[src/rtl/vending_pkg.sv]
// Shared definitions for the parametrised rupee vending machine:
// state encodings, coin values and the coin-input decoder.
package vending_pkg;

  localparam logic [2:0] ST_IDLE    = 3'd0;
  localparam logic [2:0] ST_COLLECT = 3'd1;
  localparam logic [2:0] ST_VEND    = 3'd2;
  localparam logic [2:0] ST_CHANGE  = 3'd3;
  localparam logic [2:0] ST_REFUND  = 3'd4;

  localparam logic [2:0] COIN_ONE  = 3'd1;
  localparam logic [2:0] COIN_TWO  = 3'd2;
  localparam logic [2:0] COIN_FIVE = 3'd5;

  // present: any coin line high; reject: coin seen but not creditable;
  // value: rupees to credit (0 when nothing is creditable).
  typedef struct packed {
    logic       present;
    logic       reject;
    logic [2:0] value;
  } coin_t;

  // Decode the three coin lines. Two or more simultaneous coins are
  // rejected as a group, as is a five when five-rupee coins are disabled.
  function automatic coin_t coin_decode(input logic one, input logic two,
                                        input logic five, input logic five_en);
    coin_t      c;
    logic [1:0] n;
    n         = 2'(one) + 2'(two) + 2'(five);
    c.present = (n != 2'd0);
    c.reject  = 1'b0;
    c.value   = 3'd0;
    if (n > 2'd1) begin
      c.reject = 1'b1;
    end else if (one) begin
      c.value = COIN_ONE;
    end else if (two) begin
      c.value = COIN_TWO;
    end else if (five) begin
      if (five_en) c.value  = COIN_FIVE;
      else         c.reject = 1'b1;
    end
    return c;
  endfunction

endpackage

[src/rtl/vending_change_payout.sv]
// Serial coin payout engine shared by change-giving and refunds.
// Load a rupee amount, then it issues one coin per hopper-ready cycle,
// preferring two-rupee coins, until nothing remains.
module vending_change_payout #(
  parameter int CREDIT_W = 4
) (
  input  logic                clk,
  input  logic                reset,
  input  logic                load,
  input  logic [CREDIT_W-1:0] load_value,
  input  logic                change_ready,
  output logic                return_one_rupee,
  output logic                return_two_rupee,
  output logic [CREDIT_W-1:0] remaining,
  output logic                done
);

  // Load a new amount or pay out one coin when the hopper is ready.
  always_ff @(posedge clk or negedge reset) begin
    if (!reset) begin
      remaining        <= '0;
      return_one_rupee <= 1'b0;
      return_two_rupee <= 1'b0;
    end else begin
      // NOTE: sequential state uses non-blocking assignments so every
      // register samples pre-edge values; the pulse defaults below are
      // overridden later in the same block without creating a race.
      return_one_rupee <= 1'b0;
      return_two_rupee <= 1'b0;
      if (load) begin
        remaining <= load_value;
      end else if (change_ready && remaining >= CREDIT_W'(2)) begin
        return_two_rupee <= 1'b1;
        remaining        <= remaining - CREDIT_W'(2);
      end else if (change_ready && remaining == CREDIT_W'(1)) begin
        return_one_rupee <= 1'b1;
        remaining        <= '0;
      end
    end
  end

  assign done = (remaining == '0);

endmodule

[src/rtl/vending_machine_gen.sv]
// Parametrised rupee vending machine: accumulates 1/2/5 rupee coins in a
// binary credit counter, vends at PRICE through a dispense/ack handshake
// with timeout refund, and pays change or refunds through a serial
// hopper-gated payout engine. All outputs come straight from registers.
module vending_machine_gen #(
  parameter int PRICE        = 5,
  parameter int CREDIT_W     = 4,
  parameter int ENABLE_FIVE  = 1,
  parameter int VEND_TIMEOUT = 15
) (
  input  logic                clk,
  input  logic                reset,
  input  logic                rupee_one,
  input  logic                rupee_two,
  input  logic                rupee_five,
  input  logic                cancel,
  input  logic                dispense_ack,
  input  logic                change_ready,
  output logic                dispense,
  output logic                return_one_rupee,
  output logic                return_two_rupee,
  output logic                coin_reject,
  output logic                busy,
  output logic [CREDIT_W-1:0] credit,
  output logic [2:0]          state
);
  import vending_pkg::*;

  localparam int                  TIMER_W      = $clog2(VEND_TIMEOUT + 1);
  localparam logic [TIMER_W-1:0]  TIMEOUT_LAST = TIMER_W'(VEND_TIMEOUT - 1);
  localparam logic [CREDIT_W-1:0] PRICE_C      = CREDIT_W'(PRICE);
  localparam logic                FIVE_EN      = (ENABLE_FIVE != 0);

  // The largest reachable credit is PRICE-1+5, which must fit the counter.
  if (PRICE < 1 || VEND_TIMEOUT < 1 || (1 << CREDIT_W) <= PRICE + 4) begin : g_param_check
    $error("vending_machine_gen: PRICE/CREDIT_W/VEND_TIMEOUT out of range");
  end

  logic [2:0]          state_q, state_d;
  logic [CREDIT_W-1:0] credit_q, credit_d;
  logic [TIMER_W-1:0]  timer_q, timer_d;
  logic                dispense_d, busy_d, coin_reject_d;
  logic                pay_load, pay_done;
  logic [CREDIT_W-1:0] pay_value, pay_remaining;
  logic [CREDIT_W-1:0] sum, diff;
  coin_t               coin;

  assign coin = coin_decode(rupee_one, rupee_two, rupee_five, FIVE_EN);
  assign sum  = credit_q + CREDIT_W'(coin.value);
  assign diff = credit_q - PRICE_C;

  // State, credit, vend timer and registered outputs.
  always_ff @(posedge clk or negedge reset) begin
    if (!reset) begin
      state_q     <= ST_IDLE;
      credit_q    <= '0;
      timer_q     <= '0;
      dispense    <= 1'b0;
      busy        <= 1'b0;
      coin_reject <= 1'b0;
    end else begin
      state_q     <= state_d;
      credit_q    <= credit_d;
      timer_q     <= timer_d;
      dispense    <= dispense_d;
      busy        <= busy_d;
      coin_reject <= coin_reject_d;
    end
  end

  // Next state, credit and payout loading.
  always_comb begin
    // NOTE: every signal gets a default before the case so that no path
    // leaves one unassigned, which would otherwise infer a latch.
    state_d   = state_q;
    credit_d  = credit_q;
    timer_d   = '0;
    pay_load  = 1'b0;
    pay_value = credit_q;
    case (state_q)
      ST_IDLE, ST_COLLECT: begin
        // The coin is credited first; vend beats cancel.
        if (sum >= PRICE_C) begin
          state_d  = ST_VEND;
          credit_d = sum;
        end else if (cancel && state_q == ST_COLLECT) begin
          state_d   = ST_REFUND;
          credit_d  = '0;
          pay_load  = 1'b1;
          pay_value = sum;
        end else if (sum != '0) begin
          state_d  = ST_COLLECT;
          credit_d = sum;
        end
      end
      ST_VEND: begin
        // Ack wins over a coincident timeout.
        if (dispense_ack) begin
          credit_d = '0;
          if (diff != '0) begin
            state_d   = ST_CHANGE;
            pay_load  = 1'b1;
            pay_value = diff;
          end else begin
            state_d = ST_IDLE;
          end
        end else if (timer_q == TIMEOUT_LAST) begin
          state_d   = ST_REFUND;
          credit_d  = '0;
          pay_load  = 1'b1;
          pay_value = credit_q;
        end else begin
          timer_d = timer_q + TIMER_W'(1);
        end
      end
      ST_CHANGE, ST_REFUND: begin
        if (pay_done) state_d = ST_IDLE;
      end
      default: begin
        state_d  = ST_IDLE;
        credit_d = '0;
      end
    endcase
  end

  // Next values of the registered handshake/status outputs.
  always_comb begin
    dispense_d    = (state_d == ST_VEND);
    busy_d        = (state_d inside {ST_VEND, ST_CHANGE, ST_REFUND});
    coin_reject_d = 1'b0;
    case (state_q)
      ST_IDLE, ST_COLLECT:          coin_reject_d = coin.reject;
      ST_VEND, ST_CHANGE, ST_REFUND: coin_reject_d = coin.present;
      default:                      coin_reject_d = 1'b0;
    endcase
  end

  vending_change_payout #(.CREDIT_W(CREDIT_W)) u_payout (
    .clk              (clk),
    .reset            (reset),
    .load             (pay_load),
    .load_value       (pay_value),
    .change_ready     (change_ready),
    .return_one_rupee (return_one_rupee),
    .return_two_rupee (return_two_rupee),
    .remaining        (pay_remaining),
    .done             (pay_done)
  );

  // During payout the engine owns the remaining amount; both sources are registers.
  assign credit = (state_q == ST_CHANGE || state_q == ST_REFUND) ? pay_remaining : credit_q;
  assign state  = state_q;

endmodule

[config.mk]
export PLATFORM = sky130hd
export DESIGN_NAME = vending_machine_gen
export DESIGN_NICKNAME = d
export VERILOG_FILES = /design/src/rtl/vending_pkg.sv /design/src/rtl/vending_change_payout.sv /design/src/rtl/vending_machine_gen.sv
export SDC_FILE = /design/constraint.sdc
export NUM_CORES = 1
export LEC_CHECK = 0
export CAP_MARGIN = 20
export CORE_ASPECT_RATIO = 1.1
export CORE_UTILIZATION = 30
export CTS_BUF_LIST = sky130_fd_sc_hd__clkbuf_8
export DETAILED_ROUTE_END_ITERATION = 16
export DONT_BUFFER_PORTS = 1
export HOLD_SLACK_MARGIN = 0.06
export PLACE_DENSITY = 0.43
export REMOVE_ABC_BUFFERS = 1
export SETUP_SLACK_MARGIN = 0.3
export SLEW_MARGIN = 20
export SYNTH_ARGS = -nofsm -noshare
export SYNTH_HDL_FRONTEND = slang
export SYNTH_HIERARCHICAL = 1
export SYNTH_SLANG_ARGS = --single-unit
[constraint.sdc]
create_clock -name clk -period 2.6 [get_ports clk]
set_clock_uncertainty 0.2 [all_clocks]
set_input_delay 0.39 -clock clk [delete_from_list [all_inputs] [get_ports clk]]
set_output_delay 0.39 -clock clk [all_outputs]
set_load 0.02 [all_outputs]
# Word-level counts from Yosys, hierarchy flattened
# Index checks and enable logic that the tools add are counted.
# W data, S select, Z words.
# word_totals
regBits	20
wordCells	88
# classes
addsub	6
magnitude_cmp	3
eq_ne	11
muxes	43
n_bitwise	1
reduce_logical	15
# ops
cell	count
$mux W4	16
$mux W3	10
$eq A3 B2 Y1 const B	4
$pmux W4 S3	1
$mux W1	11
$pmux W3 S3	1
$pmux W4 S2	1
$reduce_bool A4 Y1	2
$eq A3 B3 Y1 const B	2
$reduce_bool A3 Y1	2
$add A4 B1 Y4 const B	1
$add A4 B3 Y4	1
$eq A4 B1 Y1 const B	1
$eq A4 B4 Y1 const B	1
$ge A4 B2 Y1 const B	1
$ge A4 B3 Y1 const B	1
$logic_not A4 Y1	1
$ne A4 B4 Y1 const B	1
$pmux W1 S2	2
$reduce_or A2 Y1	2
$sub A4 B2 Y4 const B	1
$sub A4 B3 Y4 const B	1
$eq A3 B1 Y1 const B	1
$logic_and A1 B1 Y1	3
11 further kinds	11

# Longest topological paths before layout
# depth
word_depth	12
depth_mapped	14
depth_no_buf	13

# Cells and area by module
# The synthesis kept the hierarchy.
# by_module_without_submodules
mod	n_inst	cells_per_inst	area_each_um2
vending_machine_gen	1	139	1290.0
vending_change_payout	1	30	309.0

# Worst setup path after synthesis
# No wires, ideal clock.
# synth_path
path_type	input to register
from	in rupee_one
to	reg u_payout.remaining[2]
setup_time_ps	104
arrival_time_ps	2854
t_required_ps	2296
slack_ps	-558
stages	13
path_cell_list	fa_1 nor4b_1 ha_1 buf_6 a21oi_2 and3_2 nor3b_4 a21oi_2 nand2_1 buf_6 nand2b_1 or3_1 o311ai_1
# synth_between
elab_chain_cells	9
# synth_rtl
item	line	rtl
from (decl)	vending_machine_gen.sv:13	input logic rupee_one,
$add A1 B1 Y2	vending_pkg.sv:29	n = 2'(one) + 2'(two) + 2'(five);
$add A2 B1 Y2	vending_pkg.sv:29	
$gt A2 B1 Y1	vending_pkg.sv:33	if (n > 2'd1) begin
$mux W3 (*)	vending_pkg.sv:33	
$add A4 B3 Y4 (*)	vending_machine_gen.sv:49	assign sum = credit_q + CREDIT_W'(coin.value);
$ge A4 B3 Y1 (*)	vending_machine_gen.sv:83	if (sum >= PRICE_C) begin
$mux W1 (*)	vending_machine_gen.sv:83	
$pmux W1 S2 (*)	vending_machine_gen.sv:80	case (state_q)
via pay_load	vending_machine_gen.sv:43	logic pay_load, pay_done;
$reduce_bool A3 Y1 (no line) / $mux W4 (equally long branches)	n/a	
to (signal assigned)	vending_change_payout.sv:31	remaining <= load_value;
to (signal assigned)	vending_change_payout.sv:34	remaining <= remaining - CREDIT_W'(2);
to (decl)	vending_change_payout.sv:14	output logic [CREDIT_W-1:0] remaining,
# Mark *: on every way through the listed nets, which the timed path passes. The rest lies on a longest branch.
# A chain may end at the register's enable or synchronous reset.

# Final worst setup path
# layout_path
from	in rupee_one
to	reg u_payout.remaining[3]
# layout_between
elab_chain_cells	9
# layout_rtl
item	line	rtl
$add A1 B1 Y2	vending_pkg.sv:29	
$add A2 B1 Y2	vending_pkg.sv:29	
$gt A2 B1 Y1	vending_pkg.sv:33	
$mux W3 (*)	vending_pkg.sv:33	
$add A4 B3 Y4 (*)	vending_machine_gen.sv:49	
$ge A4 B3 Y1 / $mux W4 (equally long branches)	vending_machine_gen.sv:83, vending_machine_gen.sv:86	
$mux W4 (*)	vending_machine_gen.sv:83	
$pmux W4 S2 (*)	vending_machine_gen.sv:80	
via pay_value[3]	vending_machine_gen.sv:44	logic [CREDIT_W-1:0] pay_value, pay_remaining;
$mux W4 (*)	vending_change_payout.sv:30	if (load) begin
# Marks and branches as above.

==> key figures <==
Run status
  – Status: finished, violations left
  – Failing checks: negative setup slack

Worst setup path
  – Worst Setup End Kind: flop
  – RR Endpoint: credit_q[0]
  – Required time of the critical path: approximately 2.6 ns
  – Startpoint Class: input port
  – Reg2Reg Setup Slack: 0.01 ns
  – FF-to-FF Start: credit_q[0]
  – Worst EP arrival: roughly 2.7 ns
  – Crit-path max FO: 4
  – CP endpoint: u_payout/remaining[3]
  – Worst reg2reg path depth: 8
  – Crit path from: rupee_one
  – Crit Path Class: in -> reg

Placed design
  – Port Buffers: 0
  – Dpl ws: -0.7797 ns
  – GP Congestion: 0.8540
  – Dpl cell area: 0.001821 mm^2
  – HPWL Detailed: roughly 3200 um

Final layout
  – Area Overhead vs Synth: 29.81%
  – ANT cells: 0
  – Fin util: 0.4096
  – Highest-count cells in the layout ignoring fill and taps: 28 x buf_4, 18 x dfrtp_1, 14 x nand2_1, 10 x nor2_1
  – Final net count: 223
  – Share of cells above drive strength 1: 0.3824
  – Leading cell type in the layout, fill and taps excluded: buf_4
  – Final Cell Area: 0.002076 mm^2

STA
  – RSZ-0062 raised after global routing: yes
  – Final hold vios: 0
  – Relative slew slack: 0.3552
  – Final worst-path setup slack: -0.1869 ns
  – Setup violations, final: 11
  – Final worst-path cycle share: 1.072
  – Fin. max-slew vios: 0
  – FMAX: between 0.3 and 0.4 GHz
  – Min cycle time layout: 2.787 ns
  – Tightest Pin Transition: ~0.96 ns

GRT
  – Initial antenna violation count: 0
  – Grt ovf: 0
  – Met1 Use GR: 0.1956
  – Pin count of the biggest net entering global routing: 21
  – M3 GR Usage: 0.02182
  – First-pass GRT wire length: 7010 um
  – Gr busiest metal: met2
  – M2 GR Usage: 0.2849
  – Vias in the first global route: ~1400
  – Tot GR Track Use: 0.1590

Synthesis
  – EDFF count, synth: 0
  – Post-synthesis sequential area ratio: 0.3130
  – Yosys warns: 6
  – Unique masters post-synth: 54
  – Gate Count Post-Synth: 169
  – Primary FF master, synth: dfrtp_1
  – Post-synth ARST share: 1.000
  – Cell Area, Synth: 0.001599 mm^2
  – Yosys reg bits: 20
  – Mean Syn Cell Area: between 9 and 10 um^2

Run
  – Max_cap viols: 0

Drt
  – Post-route ant nets: 0
  – DRT iter0 DRCs: slightly below 90
  – Total Wirelength: a little over 4000 um
  – First-pass DRT Iterations: 4
  – DR WL/cell: 15.83 um
  – Vias: 1389
  – Drt drc: 0
  – Vias per cell: between 5 and 6

Clock tree
  – CTS tree: yes
  – Max Root-Sink Buffers: 2
  – CTS H-tree depth: 1
  – CTS clock-pin slew for the worst setup and hold paths: roughly 0.08 ns
  – Clk sink count: 20
  – TritonCTS buffer count: 3
  – Clock latency at the later pin of the worst-skew pair: around 0.26 ns
  – Clock root cell: clkbuf_8

Power
  – Pwr/cell area: ~1200 mW/mm^2
  – Maximum vdd drop: ~0.38 mV
  – Leakage: just under 0.9 nW

Die
  – Die Wd: between 70 and 80 um
  – Die extent in y: roughly 79 um
  – Die Area: 0.005626 mm^2
  – Initial Util: 0.3156
  – # rows: 27
  – I/O pin total: 20
  – Core box area: just over 0.005 mm^2

Min path
  – Worst hold path type: in -> reg
[routing by layer]
metal  routed length, um  vias up
li1                    -      681
met1                1828      681
met2                2158       25
met3                 146        2
met4                  15        0
met5                   0        -
[sequential cells by signal (all words and copies together), names as in the netlist]
signal,cells
coin_reject,1
u_payout/remaining,4
timer_q,4
u_payout/return_one_rupee,1
credit_q,4
state,3
busy,1
dispense,1
u_payout/return_two_rupee,1
[worst max-delay path, cell delays in order]
cell,delay (ns)
fa_2,0.43
nor3_2,0.16
buf_4,0.14
fa_2,0.47
nor2_4,0.16
o21bai_4,0.08
nor3b_4,0.27
buf_4,0.16
nand2_2,0.05
a31o_1,0.24
nor2b_1,0.14
a21oi_2,0.04
[kinds of logic (layout without fill, tap and decap cells)]
group	count (synthesis)	after routing	share of synthesized area
and+or+nand+nor	73	73	0.2668
buffers and inverters	14	49	0.04929
xor gates and xnor gates	6	6	0.03757
AOI/OAI and AO/OA	41	41	0.2050
adders and majority gates	10	10	0.08764
muxes	5	5	0.04069
DFF	20	20	0.3130
[stage by stage]
step           TNS [ns]  hold slack [ns]  cells  power, mW
5_1_grt          -2.666           0.1087    262      2.620
4_1_cts          -1.566           0.1080    260      2.373
3_5_place_dp     -9.194          -0.1049    248      1.950
3_3_place_gp     -7.985          -0.1051    248      1.941
6_report         -1.173           0.1165    262      2.440
2_1_floorplan    -5.430          -0.1056    165      1.508
[layout make-up]
cell class	instances	area [um^2]
clock buffer	4	55.05
fill	492	2992
inverter	10	40.04
multi-input combinational	135	1126
sequential	20	503.0
tap	58	72.57
timing repair buffer	35	279.0
[cells in the mapped netlist (2+ instances only)]
cell      number  area [um^2]
a32o_1         4        40.04
nor2_1        12        45.04
nor3_1         5        25.02
inv_1          8        30.03
nand3_1        6        30.03
mux2i_1        2        20.02
nor2b_1        2        12.51
fa_1           2        40.04
a21o_1         2        15.01
xor2_1         2        17.52
o21a_1         3        22.52
nand2b_1       9        56.30
buf_6          3        33.78
nor4_1         2        12.51
and3_1         2        12.51
mux2_2         2        22.52
or2_2          2        12.51
or3_1          3        18.77
nor3_2         2        20.02
o221ai_1       2        17.52
ha_1           8        100.1
a21oi_1        9        45.04
o211ai_1       3        22.52
dfrtp_1       20        500.5
a21oi_2        3        26.28
nand2_1       16        60.06
xnor2_1        3        26.28
o21ai_0        6        30.03
[power breakdown]
group	switching [mW]	internal (mW)
Clock	0.115	0.135
Combinational	0.800	0.758
Sequential	0.207	0.424
Total	1.12	1.32
[worst min path at each step]
stage | start | end | slack, ns | cells past startpoint
detailed placement | reset | busy | -0.10 | 0
floorplan | reset | busy | -0.11 | 0
global placement | reset | state[2] | -0.11 | 0
CTS | change_ready | u_payout/return_two_rupee | 0.11 | 3
global route | change_ready | u_payout/return_two_rupee | 0.11 | 3
finish | change_ready | u_payout/return_two_rupee | 0.12 | 3
[repair_timing]
action / 4_1_cts / 5_1_grt
setup buffers: 6 / 2
setup endpoints to repair: 19 / 19
hold buffers: 2 / 0
gates resized for setup: 28 / 5
endpoints found under the hold margin: 21 / 0
pin swaps: 25 / 12
(Power assumes the default switching activity.)
